**src/rtl/uart_rx_word.sv**
```systemverilog
// uart_rx_word: 8N1 UART receiver that packs four consecutive bytes into a
// 32-bit word and exposes it through a memory-mapped read port.
//
// Bus handshake: `valid` rises when a fresh word lands in `dataOut`; the word
// is consumed by a one-cycle `re` strobe whose `address` equals RX_ADDR,
// which clears `valid`, `overrun` and `frameErr` on that same clock edge.
// `dataOut` is never cleared by an acknowledge.
module uart_rx_word #(
  parameter int          CLKS_PER_BIT = 10417,
  parameter logic [31:0] RX_ADDR      = 32'hFFFF_FFFF
) (
  input  logic        clk,
  input  logic        reset,
  input  logic        serial,
  input  logic        re,
  input  logic [31:0] address,
  output logic [31:0] dataOut,
  output logic        valid,
  output logic        overrun,
  output logic        frameErr,
  output logic [1:0]  dbg_state,
  output logic [1:0]  dbg_byte_cnt
);

  localparam int TW = $clog2(CLKS_PER_BIT);
  localparam logic [TW-1:0] HALF = TW'(CLKS_PER_BIT / 2 - 1);
  localparam logic [TW-1:0] LAST = TW'(CLKS_PER_BIT - 1);

  localparam logic [1:0] IDLE  = 2'd0;
  localparam logic [1:0] START = 2'd1;
  localparam logic [1:0] DATA  = 2'd2;
  localparam logic [1:0] STOP  = 2'd3;

  logic          sync1_q, rxs_q;
  logic [1:0]    state_q, state_d;
  logic [TW-1:0] timer_q, timer_d;
  logic [2:0]    bit_cnt_q, bit_cnt_d;
  logic [1:0]    byte_cnt_q, byte_cnt_d;
  logic [7:0]    shift_q, shift_d;
  logic [23:0]   word_q, word_d;
  logic [31:0]   data_q, data_d;
  logic          valid_q, valid_d;
  logic          overrun_q, overrun_d;
  logic          frame_err_q, frame_err_d;
  logic          ack, word_done;

  assign ack = re && (address == RX_ADDR);

  // Two-flop synchronizer; idles high so reset never looks like a start bit.
  always_ff @(posedge clk or negedge reset) begin
    if (!reset) begin
      sync1_q <= 1'b1;
      rxs_q   <= 1'b1;
    end else begin
      sync1_q <= serial;
      rxs_q   <= sync1_q;
    end
  end

  // Receive FSM, byte/word assembly and status flag next-state logic.
  always_comb begin
    state_d     = state_q;
    timer_d     = timer_q;
    bit_cnt_d   = bit_cnt_q;
    byte_cnt_d  = byte_cnt_q;
    shift_d     = shift_q;
    word_d      = word_q;
    data_d      = data_q;
    valid_d     = valid_q;
    overrun_d   = overrun_q;
    frame_err_d = frame_err_q;
    word_done   = 1'b0;

    if (ack) begin
      valid_d     = 1'b0;
      overrun_d   = 1'b0;
      frame_err_d = 1'b0;
    end

    case (state_q)
      IDLE: begin
        timer_d = '0;
        if (!rxs_q) state_d = START;
      end
      START: begin
        if (timer_q == HALF) begin
          timer_d   = '0;
          bit_cnt_d = 3'd0;
          // A line back high at mid start bit was only a glitch.
          state_d   = rxs_q ? IDLE : DATA;
        end else begin
          timer_d = timer_q + 1'b1;
        end
      end
      DATA: begin
        if (timer_q == LAST) begin
          timer_d = '0;
          shift_d = {rxs_q, shift_q[7:1]};
          if (bit_cnt_q == 3'd7) begin
            bit_cnt_d = 3'd0;
            state_d   = STOP;
          end else begin
            bit_cnt_d = bit_cnt_q + 3'd1;
          end
        end else begin
          timer_d = timer_q + 1'b1;
        end
      end
      STOP: begin
        if (timer_q == LAST) begin
          // Leave mid stop bit so a start bit right after it is caught.
          timer_d = '0;
          state_d = IDLE;
          if (rxs_q) begin
            if (byte_cnt_q == 2'd3) begin
              word_done  = 1'b1;
              byte_cnt_d = 2'd0;
              word_d     = '0;
            end else begin
              byte_cnt_d = byte_cnt_q + 2'd1;
              word_d     = {word_q[15:0], shift_q};
            end
          end else begin
            byte_cnt_d  = 2'd0;
            word_d      = '0;
            frame_err_d = 1'b1;
          end
        end else begin
          timer_d = timer_q + 1'b1;
        end
      end
      default: state_d = IDLE;
    endcase

    // An acknowledge in the completion cycle frees the slot for the new word.
    if (word_done) begin
      if (!valid_q || ack) begin
        data_d  = {word_q, shift_q};
        valid_d = 1'b1;
      end else begin
        overrun_d = 1'b1;
      end
    end
  end

  // State and datapath registers.
  always_ff @(posedge clk or negedge reset) begin
    if (!reset) begin
      state_q     <= IDLE;
      timer_q     <= '0;
      bit_cnt_q   <= 3'd0;
      byte_cnt_q  <= 2'd0;
      shift_q     <= 8'd0;
      word_q      <= 24'd0;
      data_q      <= 32'd0;
      valid_q     <= 1'b0;
      overrun_q   <= 1'b0;
      frame_err_q <= 1'b0;
    end else begin
      state_q     <= state_d;
      timer_q     <= timer_d;
      bit_cnt_q   <= bit_cnt_d;
      byte_cnt_q  <= byte_cnt_d;
      shift_q     <= shift_d;
      word_q      <= word_d;
      data_q      <= data_d;
      valid_q     <= valid_d;
      overrun_q   <= overrun_d;
      frame_err_q <= frame_err_d;
    end
  end

  assign dataOut      = data_q;
  assign valid        = valid_q;
  assign overrun      = overrun_q;
  assign frameErr     = frame_err_q;
  assign dbg_state    = state_q;
  assign dbg_byte_cnt = byte_cnt_q;

endmodule

```
**config.mk**
```make
export PLATFORM = sky130hd
export DESIGN_NAME = uart_rx_word
export DESIGN_NICKNAME = d
export VERILOG_FILES = /design/src/rtl/uart_rx_word.sv
export SDC_FILE = /design/constraint.sdc
export NUM_CORES = 1
export LEC_CHECK = 0
export CAP_MARGIN = 15
export CORE_ASPECT_RATIO = 0.8
export CORE_UTILIZATION = 51
export CTS_CLUSTER_DIAMETER = 60
export DETAILED_ROUTE_END_ITERATION = 16
export HOLD_SLACK_MARGIN = 0.06
export PLACE_DENSITY_LB_ADDON = 0.15
export SYNTH_ARGS = -nofsm -noshare
export SYNTH_HDL_FRONTEND = slang
export SYNTH_SLANG_ARGS = --single-unit
```
**constraint.sdc**
```tcl
create_clock -name clk -period 2.55 [get_ports clk]
set_clock_uncertainty 0.2 [all_clocks]
set_input_delay 0.255 -clock clk [delete_from_list [all_inputs] [get_ports clk]]
set_output_delay 0.255 -clock clk [all_outputs]
set_load 0.03 [all_outputs]
```
==> results of run 1 <==
-- flip-flops by register name, indices dropped and copies added (netlist names), named ones only --
register,cells
bit_cnt_q,3
dataOut,32
dbg_byte_cnt,2
dbg_state,1
frameErr,1
overrun,1
rxs_q,1
shift_q,8
sync1_q,1
timer_q,14
valid,1
word_q,24
-- logic make-up after synthesis --
| family | after synthesis | synth area share, % |
|---|---|---|
| AOI/OAI and AO/OA | 40 | 6.01 |
| xor gates and xnor gates | 12 | 2.76 |
| adders and majority gates | 5 | 1.64 |
| buffers and inverters | 21 | 2.76 |
| DFF | 90 | 59.2 |
| muxes | 44 | 12.9 |
| and+or+nand+nor | 119 | 14.8 |
-- worst register-to-register path, cell delays in order (launching register included) --
cell and delay, ns:
dfrtp_1 0.44, nor3_1 0.37, and4_1 0.34, nand3_4 0.10
a211oi_4 0.26, buf_12 0.25, mux2_2 0.36
-- through the flow --
stage,instances,power [mW],worst slack (ns),instance area [sq um],setup TNS (ns)
finish,503,2.60,0.123,4900,0
global route,503,2.70,0.00265,4900,0
CTS,503,2.64,0.133,4900,0
detailed placement,486,1.56,-0.159,4660,-4.58
global placement,486,1.56,-0.107,4660,-2.99
floorplan,331,1.47,0.199,3810,0
-- worst paths after layout --
check | from | to | slack [ns] | cells past startpoint
hold reg to reg | sync1_q$_DFF_PN1_ | rxs_q$_DFF_PN1_ | 0.17 | 0
setup / recovery | timer_q[8]$_DFF_PN0_ | dataOut[9]$_DFFE_PN0P_ | 0.12 | 6
min in group asynchronous | reset | dataOut[27]$_DFFE_PN0P_ | 0.13 | 2
hold / removal | serial | sync1_q$_DFF_PN1_ | 0.11 | 1
setup reg to reg | timer_q[8]$_DFF_PN0_ | dataOut[9]$_DFFE_PN0P_ | 0.12 | 6
max in group asynchronous | reset | rxs_q$_DFF_PN1_ | 1.40 | 3
-- layer usage --
layer  wire [microns]  global-route usage [%]  vias to the layer above
met5                0                       0                        -
met4               63                    5.37                        0
li1                 -                       -                     1307
met3              459                    6.87                        8
met2             3260                    32.0                       73
met1             3740                    28.5                     1294
-- synth_stat cells, types with 2 or more instances --
library cell,number,area share (%)
a31oi_1,2,0.33
and3_1,2,0.33
and4_1,2,0.46
buf_6,3,0.89
clkbuf_1,10,0.99
dfrtp_1,88,58
dfstp_2,2,1.4
ha_1,5,1.6
inv_1,7,0.69
mux2_1,30,8.9
mux2_2,11,3.3
mux2i_1,3,0.79
nand2_1,60,5.9
nand3_1,7,0.92
nand4_1,13,2.1
nor2_1,20,2.0
nor2b_1,4,0.66
nor3_1,3,0.39
nor4_1,3,0.49
o21ai_0,32,4.2
xnor2_1,8,1.8
xor2_1,4,0.92
-- power groups by stage --
stage / sequential (mW) / clock [mW] / combinational [mW]
CTS: 1.43 / 1.11 / 0.0994
finish: 1.43 / 1.07 / 0.0971
floorplan: 1.46 / 0 / 0.00800
detailed placement: 1.46 / 0 / 0.0981
global route: 1.43 / 1.16 / 0.107
global placement: 1.46 / 0 / 0.0980
-- what timing repair did --
action                                 in CTS  in global routing
hold buffers                                1                  0
endpoints found under the hold margin      88                  0
gates resized for setup                     0                  0
-- final cells by class --
class | instances | area share, %
clock inverters | 7 | 2.04
inverters | 7 | 0.536
well taps | 87 | 2.22
multi-input cells | 220 | 29.6
clock buffers | 9 | 2.53
repair buffers | 83 | 17.0
flip-flops and latches | 90 | 46.0
==> run summary, run 1 <==
The flow ran to the end, and the final reports show no timing, DRC or antenna violations. Setup repair after global routing left no endpoint under its margin. For the number of slew-limit violations in the final report, the log shows 0. Fill cells in the final layout number 521. Entering global routing, the biggest net connects 53 pins. The run gives 0.846 as the placer congestion estimate.

The core region is 0.00706 sq mm. The residual antenna-violating net count after detailed routing came out at 0. At the worst endpoint, the required time is 2.59 ns. The slowest stage of the critical path is the dfrtp_1 cell. The critical path class is reg -> reg. Post-CTS timing repair inserted 0 buffers for setup. For the pin with the worst max-slew slack, the measured transition is 0.441 ns. The tools report the buffer depth of the longest clock path as 2. At the later pin of the worst-skew pair, clock insertion delay measures 0.35 ns. Final hold analysis gives a worst-case slack of 0.108 ns. Derived from the worst setup path, the maximum achievable clock frequency is 412 MHz. Global routing used 20.8% of the available tracks. Share of flip-flops with an asynchronous set or reset after synthesis: 100%.

The I/O pin count was 75; the clock input transition at the sequential cells of the worst setup and hold paths was 0.09 ns. The die width was 98.7 microns. The number of violations of the max-capacitance limit was 0; the power share of the sequential group was 55.0%.

For this block, the via count after detailed routing is 2682. The signal on the critical path passes through nor3_1 -> and4_1 -> nand3_4 -> a211oi_4 -> buf_12 -> mux2_2. The part of the Yosys area used for sequential elements was 59.2%. The number of buffers and inverters on the critical path is 1, and the mean area per synthesized cell is 11.5 sq um. The cell area that synthesis handed to floorplanning was 0.00381 sq mm.

The routed length per instance came out at 14.9 microns. The synthesized net count is 372, and the die footprint is 0.00782 sq mm. The analysis attributes to cell leakage a power of 2.21 nW. The hold violation count in the final report was 0. The number of warning messages in the yosys log is 0, and the utilization of the core after routing is 69.4%. For this run, design rule violations remaining after detail routing come to 0. Combinational logic burns 3.7% of the power. From bottom edge to top edge, the die measures 79.3 microns. The worst setup path is captured at a register. The count of distinct cell types in the synthesized netlist was 34; the total power density per cell area was 531 mW/mm^2. The routed design could run at a clock period as short as 2.43 ns. Once the floorplan was initialized, standard cells occupied 54.0% of the core. On the worst path, the slowest cell contributes a delay of 0.44 ns. The family of cells with the greatest summed delay on the critical path is simple AND/OR/NAND/NOR gates. Summing all flip-flop and latch instances after layout gives 0.00225 sq mm. Per report_power, the clock group accounts for 41.3% of the total.

The class of the tightest hold or removal check was in -> reg. The area growth from synthesis to layout is 28.5%. The number of global-route vias before repair was 2578; the switching component of the power was 0.557 mW. STA classifies the critical path startpoint as a register. In this run the number of H-tree levels came out at 3. In the final layout, the share of cells above drive strength 1 is 9.86%. The synthesized design contains 0 enable-type register cells. For this run, the leading register cell type out of synthesis is dfrtp_1. After synthesis the netlist holds a flip-flop and latch count of 90.

Using the TritonRoute via totals, the vias-per-cell ratio works out to 5.33. The area used by multi-input combinational logic was 0.00145 sq mm. Final layout net count: 452. After global routing the overflow that remains totals 0. Setup violations remaining at the end of the flow were counted as 0.

For this block, the initial DRC count from the detailed router was 142. The floorplan has 27 rows. Synthesis produced a netlist whose cell count is 331. The number of buffers inserted during clock tree synthesis is 9, and the antenna diode instance count is 0. Along the worst path, the maximum fanout reaches 32. The peak ir drop on the vdd network is 0.000516 V, and the data arrival time of the critical path is 2.47 ns. The internal power component was 2.05 mW; the number of input and output port buffers inserted was 74. The logs give 70.6% for the tightest slew margin relative to the limit and 5.21 mm for the HPWL reported at the end of detailed placement.

The pre-antenna-repair detailed-routing pass consisted of 4 iterations. In the layout the commonest cells are dfrtp_1, clkdlybuf4s50_1, nand2_1. The final worst-path cycle share came out at 95.2%. The final layout contains routed wiring with a total length of 7.52 mm.

TritonCTS built the clock tree. The switching share of power was 21.4%. The first global-routing pass estimated 12.4 mm of wire. Clock tree synthesis selected as its root buffer the cell clkbuf_8. Leaving out fill and tap cells, the most frequent cell in the layout is dfrtp_1.

For this design, the sink count on the clock tree is 90. For the initial antenna violation count, the log shows 0.
Power figures use the tool's default switching activity.
==> run 2, diff against run 1 <==
SETUP_SLACK_MARGIN = 0.05   (was unset)
clock period = 2.3 ns   (was 2.55 ns; I/O delays follow)
==> run 2 against run 1 <==
  * The flow now finishes with violations (setup timing)
  * Non-clock buffer count grew 17
  * Fmax grew 3.9%
  * Combinational power grew 11%
  * Total power grew 6.9%
  * Critical path depth grew 3
  * Largest power group unchanged
  * First-iteration DRC count shrank 12%
  * Routed wire length grew 7.1%
  * Register-to-register slack lost 0.16 ns
  * Critical path type unchanged
  * Largest cell class unchanged
  * Via count grew 4.4%
  * Sequential share of layout area shrank 1.8 points
  * Die area is the same
==> run summary, run 2 (same netlist as run 1, synthesis figures left out) <==
The cell with the largest stage delay on the worst path was dfrtp_1 (unchanged). For the global-route total usage across every layer, the log shows 22.6% (was 20.8%). The peak ir drop on the vdd network is 0.000444 V (was 0.000516 V). The area growth from synthesis to layout was 33.8% (was 28.5%).

The number of input and output port buffers inserted was 74 (unchanged). The I/O pin count was 75 (unchanged); the first-pass GRT wire length was 13.4 mm (was 12.4 mm). The required time of the critical path was 2.34 ns (was 2.59 ns).

Commonest cells after routing, fill and taps aside: dfrtp_1, clkdlybuf4s50_1, nand2_1 (unchanged). The routed wire length was 8.05 mm (was 7.52 mm). The hold violation count in the final report is 0 (unchanged). The logs give 0.00782 sq mm (unchanged) for the die footprint and 469 (was 452) for the final layout net count. The placer congestion estimate came out at 0.780 (was 0.846). Number of buffers inserted during clock tree synthesis: 9 (unchanged). The tools report the DRC violations left as 0 (unchanged). The run gives 2 (unchanged) as the buffer depth of the longest clock path. The logs give 0 (unchanged) for the antenna diode instance count and 38 (was 0) for the number of setup violations in the final report.

For the clock latency of the later-clocked register in the worst-skew pair, the log shows 0.36 ns (was 0.35 ns). The delay contributed by the slowest stage of the critical path came out at 0.39 ns (was 0.44 ns). Setup repair after global routing could not meet its margin everywhere. The final critical-path setup slack is -0.0351 ns (was 0.123 ns), and the data arrival time of the critical path is 2.38 ns (was 2.47 ns).

The residual antenna-violating net count after detailed routing was 0 (unchanged); the fmax was 428 MHz (was 412 MHz). The number of violations of the max-capacitance limit was 0 (unchanged). The H-tree depth came out at 3 (unchanged). Final worst-path cycle share: 102% (was 95.2%).

The power consumption is 2.78 mW (was 2.60 mW), and the vias after detailed routing is 2799 (was 2682). Proportion of layout cells with a drive suffix above 1: 16.2% (was 9.86%). The number of cell rows was 27 (unchanged); the total power density per cell area was 545 mW/mm^2 (was 531 mW/mm^2). The routed length per instance was 15.5 microns (was 14.9 microns); the die height was 79.3 microns (unchanged).

The worst hold slack is 0.159 ns (was 0.108 ns). The number of flip-flops under the largest register name was 32 (unchanged). The total overflow reported by the global router was 0 (unchanged). The tools report the number of slew-limit violations in the final report as 0 (unchanged).

The initial antenna violation count came out at 0 (unchanged). For the count of fill cells added during filler insertion, the log shows 504 (was 521). The checks that failed: setup timing. Worst-path maximum fanout: 16 (was 32). The tools report the leakage power total as 2.30 nW (was 2.21 nW). The starting utilization of the core area is 54.0% (unchanged), and the area of the core region is 0.00706 sq mm (unchanged).

The tools report the pin count of the biggest net entering global routing as 91 (was 53). The flow ran to the end, but the final reports show violations. The class of the tightest hold or removal check was reg -> reg (was in -> reg).

Type of element launching the critical path: a register (unchanged). The tools report the number of global-route vias before repair as 2730 (was 2578). Clock input transition at the sequential cells of the worst setup and hold paths: 0.09 ns (about the same). The critical path capture point type is a register (unchanged).

The cell chosen for the clock root was clkbuf_8 (unchanged). The shortest period the worst path allows works out to 2.34 ns (was 2.43 ns). The tools report the tightest slew margin relative to the limit as 68.6% (was 70.6%). The run gives 90 (unchanged) as the number of clock sinks. The actual slew at the worst max-slew pin is 0.470 ns (was 0.441 ns), and the HPWL reported at the end of detailed placement is 5.28 mm (was 5.21 mm). The vias per cell is 5.38 (was 5.33).

Crit path cell chain: inv_1 -> ha_1 -> and4bb_1 -> and4_4 -> nand3_4 -> a211oi_4 -> buf_4 -> buf_12 -> mux2_1 (was nor3_1 -> and4_1 -> nand3_4 -> a211oi_4 -> buf_12 -> mux2_2). The number of DRC violations after detailed-routing iteration 0 came out at 125 (was 142). The detailed-routing iteration count for the pre-antenna-repair pass was 4 (unchanged). The most frequent standard cell in the layout excluding fill and tap cells was dfrtp_1 (unchanged). The die width came out at 98.7 microns (unchanged). The critical path class was reg -> reg (unchanged). TritonCTS built the clock tree.
## run 2: worst max-delay path, delay by kind of cell (launching register included)
| family | cells | cell delay (ns) |
|---|---|---|
| flip-flops | 1 | 0.39 |
| multiplexers | 1 | 0.34 |
| buffers and inverters | 3 | 0.37 |
| AO/OA/AOI/OAI | 1 | 0.19 |
| AND/OR/NAND/NOR | 3 | 0.57 |
| adder cells (fa/ha/maj) | 1 | 0.14 |
## run 2: per-stage QoR
step | instances | worst slack [ns] | util [%] | setup TNS, ns | area [sq um]
2_1_floorplan | 331 | 0.00207 | - | 0 | 3810
3_3_place_gp | 496 | -0.330 | 67.1 | -10.13 | 4740
3_5_place_dp | 496 | -0.379 | 67.1 | -11.42 | 4740
4_1_cts | 518 | -0.0378 | 71.1 | -0.750 | 5020
5_1_grt | 520 | -0.169 | 72.2 | -5.20 | 5100
6_report | 520 | -0.0351 | 72.2 | -0.467 | 5100
## run 2: per-layer routing
metal	vias to the layer above	routed length, microns	GRT usage (%)	share of wire (%)
li1	1335	-	-	-
met1	1366	3750	30.5	47
met2	90	3640	35.1	45
met3	8	584	7.92	7.3
met4	0	79	6.27	0.98
met5	-	0	0	0
## run 2: repair_timing
item,CTS,global route
hold buffers,2,0
buffers inserted,3,2
hold endpoints to repair,91,0
gates cloned,1,0
pin swaps,0,1
gates resized for setup,4,16
setup endpoints to repair,32,55
## run 2: final timing paths
kind / start / to / slack (ns) / depth (start not counted)
max: timer_q[0]$_DFF_PN0_ / dataOut[11]$_DFFE_PN0P_ / -0.04 / 9
max in group asynchronous: reset / rxs_q$_DFF_PN1_ / 1.28 / 3
min reg2reg: sync1_q$_DFF_PN1_ / rxs_q$_DFF_PN1_ / 0.16 / 0
max reg2reg: timer_q[0]$_DFF_PN0_ / dataOut[11]$_DFFE_PN0P_ / -0.04 / 9
min: sync1_q$_DFF_PN1_ / rxs_q$_DFF_PN1_ / 0.16 / 0
min in group asynchronous: reset / dataOut[28]$_DFFE_PN0P_ / 0.22 / 3
## run 2: final cells by class
class / instances / area [sq um] / share of cell area, %
Inverter: 7 / 26.3 / 0.515
Clock inverter: 5 / 60.1 / 1.18
Timing Repair Buffer: 100 / 987 / 19.4
Sequential cell: 90 / 2250 / 44.2
Multi-Input combinational cell: 220 / 1520 / 29.8
Clock buffer: 11 / 141 / 2.77
Tap cell: 87 / 109 / 2.13
## run 2: power by group
part / total (mW) / internal (mW) / leakage (nW) / switching, mW
Sequential: 1.59 / 1.58 / 1.23 / 0.00178
Combinational: 0.108 / 0.0601 / 0.970 / 0.0477
Clock: 1.09 / 0.538 / 0.100 / 0.550
Total: 2.78 / 2.18 / 2.30 / 0.599
==> run 3, diff against run 2 <==
CORE_UTILIZATION = 30   (was 51)
==> run 3 against run 2 <==
  * The flow still finishes with violations (setup timing)
  * Sequential share of layout area shrank 1.2 points
  * Die area grew 68%
  * Core utilization shrank 30 points
  * Sequential power is essentially flat
  * Design area grew 2.8%
  * Fmax grew 1.3%
  * Non-clock buffer count shrank 2
  * Largest power group unchanged
  * Register-to-register slack gained 0.03 ns
==> run summary, run 3 (same netlist as run 1, synthesis figures left out) <==
The run gives 0.0132 sq mm (was 0.00782 sq mm) as the die footprint. Violations in the final reports: setup timing (unchanged). Initial antenna violation count: 0 (unchanged).

The critical path class was reg -> reg (unchanged). For the utilization of the core after routing, the log shows 42.6% (was 72.2%). The vias after detailed routing is 2722 (was 2799), and the shortest period the worst path allows is 2.31 ns (was 2.34 ns). The clock input transition at the sequential cells of the worst setup and hold paths was 0.07 ns (was 0.09 ns); the I/O pin count was 75 (unchanged). The peak ir drop on the vdd network is 0.000306 V (was 0.000444 V). The run gives 4 (unchanged) as the detailed-routing iteration count for the pre-antenna-repair pass.

The combinational share of power is 3.6% (was 3.9%). For the required time of the critical path, the log shows 2.32 ns (was 2.34 ns). Die height: 103 microns (was 79.3 microns). The met2 wire length was 3.52 mm (was 3.64 mm). The pin count of the biggest net entering global routing is 53 (was 91), and the worst-path maximum fanout is 16 (unchanged). The placer congestion estimate came out at 0.742 (was 0.780). The switching share of power was 22.7% (was 21.5%); the number of flip-flops under the largest register name was 32 (unchanged). The delay contributed by the slowest stage of the critical path is 0.38 ns (was 0.39 ns), and the vias per cell is 4.52 (was 5.38). Buffer depth of the longest clock path: 2 (unchanged). The most frequent standard cell in the layout excluding fill and tap cells was dfrtp_1 (unchanged). The total routed wire length on the met1 layer was 4.26 mm (was 3.75 mm).

TritonCTS built the clock tree. The tools report the residual antenna-violating net count after detailed routing as 0 (unchanged). The total power density per cell area is 592 mW/mm^2 (was 545 mW/mm^2), and the fmax is 434 MHz (was 428 MHz). The tightest slew margin relative to the limit was 64.9% (was 68.6%). The final worst-path cycle share is 100% (was 102%), and the die width is 128 microns (was 98.7 microns). H-tree depth: 3 (unchanged).

The critical path capture point type was a register (unchanged). For the number of buffers inserted during clock tree synthesis, the log shows 9 (unchanged). The number of buffers and inverters on the critical path came out at 3 (unchanged).

Uppermost signal routing layer after detailed routing: met4 (unchanged). The total overflow reported by the global router came out at 0 (unchanged). Final layout net count: 467 (was 469). The power share of the sequential group was 51.1% (was 57.0%). The instance count after placement with tap cells included was 583 (was 496); the final critical-path setup slack was -0.00504 ns (was -0.0351 ns). The data arrival time of the critical path came out at 2.33 ns (was 2.38 ns). The number of global-route vias before repair was 2681 (was 2730). For the area of the core region, the log shows 0.0123 sq mm (was 0.00706 sq mm). The number of standard cells in the final layout excluding fillers is 602 (was 520). Commonest cells after routing, fill and taps aside: dfrtp_1, clkdlybuf4s50_1, nand2_1 (unchanged). The tools report the leakage power total as 2.31 nW (was 2.30 nW).

The clock latency of the later-clocked register in the worst-skew pair came out at 0.34 ns (was 0.36 ns). The family of cells with the greatest summed delay on the critical path is simple AND/OR/NAND/NOR gates (unchanged). Actual slew at the worst max-slew pin: 0.527 ns (was 0.470 ns). For the internal power component, the log shows 2.40 mW (was 2.18 mW). The HPWL reported at the end of detailed placement is 5.66 mm (was 5.28 mm). Setup repair after global routing could not meet its margin everywhere.

The antenna diode instance count is 0 (unchanged). The cell with the largest stage delay on the worst path is dfrtp_1 (unchanged). Crit path cell chain: inv_1 -> ha_1 -> and4bb_1 -> and4_4 -> nand3_4 -> a211oi_4 -> buf_6 -> buf_12 -> mux2_1 (was inv_1 -> ha_1 -> and4bb_1 -> and4_4 -> nand3_4 -> a211oi_4 -> buf_4 -> buf_12 -> mux2_1).

The class of the tightest hold or removal check is in -> reg (was reg -> reg). The proportion of layout cells with a drive suffix above 1 works out to 15.5% (was 16.2%). For the hold violation count in the final report, the log shows 0 (unchanged).

The flow ran to the end, but the final reports show violations. The logs give -0.318 ns (was -0.379 ns) for the worst-case setup slack after placement and 90 (unchanged) for the number of clock sinks. The type of element launching the critical path is a register (unchanged). The tools report the global-route total usage across every layer as 13.6% (was 22.6%). The area growth from synthesis to layout works out to 37.6% (was 33.8%).

The number of cell rows is 36 (was 27). The number of slew-limit violations in the final report was 0 (unchanged); the number of setup violations in the final report was 8 (was 38). The routed wire length was 8.35 mm (was 8.05 mm); the first-pass GRT wire length was 13.6 mm (was 13.4 mm). The run gives 31.0% (was 54.0%) as the starting utilization of the core area.

The routed length on met3 was 498 microns (was 584 microns). The number of violations of the max-capacitance limit was 0 (unchanged); the switching component of the power was 0.706 mW (was 0.599 mW). The routed length per instance is 13.9 microns (was 15.5 microns).

Fraction of power consumed by the clock network: 45.3% (was 39.1%). The cell chosen for the clock root was clkbuf_16 (was clkbuf_8). The number of input and output port buffers inserted is 74 (unchanged), and the DRC violations left is 0 (unchanged). The number of DRC violations after detailed-routing iteration 0 is 120 (was 125).
[run 3: changes by cell type in the layout (fill, tap and decap cells not counted), moves of 2 or more]
| cell | delta |
|---|---|
| clkbuf_8 | -10 |
| mux2_2 | +4 |
| mux2_4 | -4 |
| clkinv_4 | +2 |
| clkbuf_16 | +9 |
[run 3: final cells by class]
type / count / area, sq um
multi-input cells: 220 / 1490
flip-flops and latches: 90 / 2250
repair buffers: 98 / 970
well taps: 171 / 214
fillers: 1188 / 7050
clock buffers: 9 / 225
inverters: 7 / 26.3
clock inverters: 7 / 61.3
[run 3: power groups by stage]
stage,combinational (mW),sequential [mW],clock (mW)
after floorplan,0.00887,1.62,0
after global placement,0.112,1.62,0
after detailed placement,0.114,1.62,0
after CTS,0.115,1.59,1.47
after global routing,0.124,1.59,1.53
final,0.111,1.59,1.41
[run 3: worst paths after layout]
check | cells past startpoint | endpoint | startpoint | slack (ns)
max in group asynchronous | 3 | dataOut[0]$_DFFE_PN0P_ | reset | 1.06
max | 9 | dataOut[6]$_DFFE_PN0P_ | timer_q[0]$_DFF_PN0_ | -0.005
max reg2reg | 9 | dataOut[6]$_DFFE_PN0P_ | timer_q[0]$_DFF_PN0_ | -0.005
min | 1 | sync1_q$_DFF_PN1_ | serial | 0.1
min reg2reg | 0 | rxs_q$_DFF_PN1_ | sync1_q$_DFF_PN1_ | 0.16
min in group asynchronous | 2 | dataOut[27]$_DFFE_PN0P_ | reset | 0.21
[run 3: routing by layer]
metal | track usage (%) | up-vias
met2 | 20.2 | 72
met3 | 3.94 | 7
met5 | 0 | -
li1 | - | 1334
met4 | 4.98 | 0
met1 | 19.0 | 1309
[run 3: what timing repair did]
item                                    4_1_cts  5_1_grt
hold buffers                                  1        0
endpoints found under the setup margin       32       57
hold endpoints to repair                     37        0
cloned                                        1        0
setup buffers                                 1        0
resized for setup                             4       10
[run 3: stage by stage]
stage / hold slack [ns] / TNS, ns / total power [mW] / instance area [sq um]
2_1_floorplan: -0.266 / 0 / 1.63 / 3810
3_3_place_gp: 0.0395 / -10.95 / 1.73 / 4870
3_5_place_dp: 0.0467 / -9.81 / 1.73 / 4870
4_1_cts: 0.0841 / -0.416 / 3.17 / 5200
5_1_grt: 0.0968 / -3.99 / 3.24 / 5240
6_report: 0.0976 / -0.0161 / 3.10 / 5240
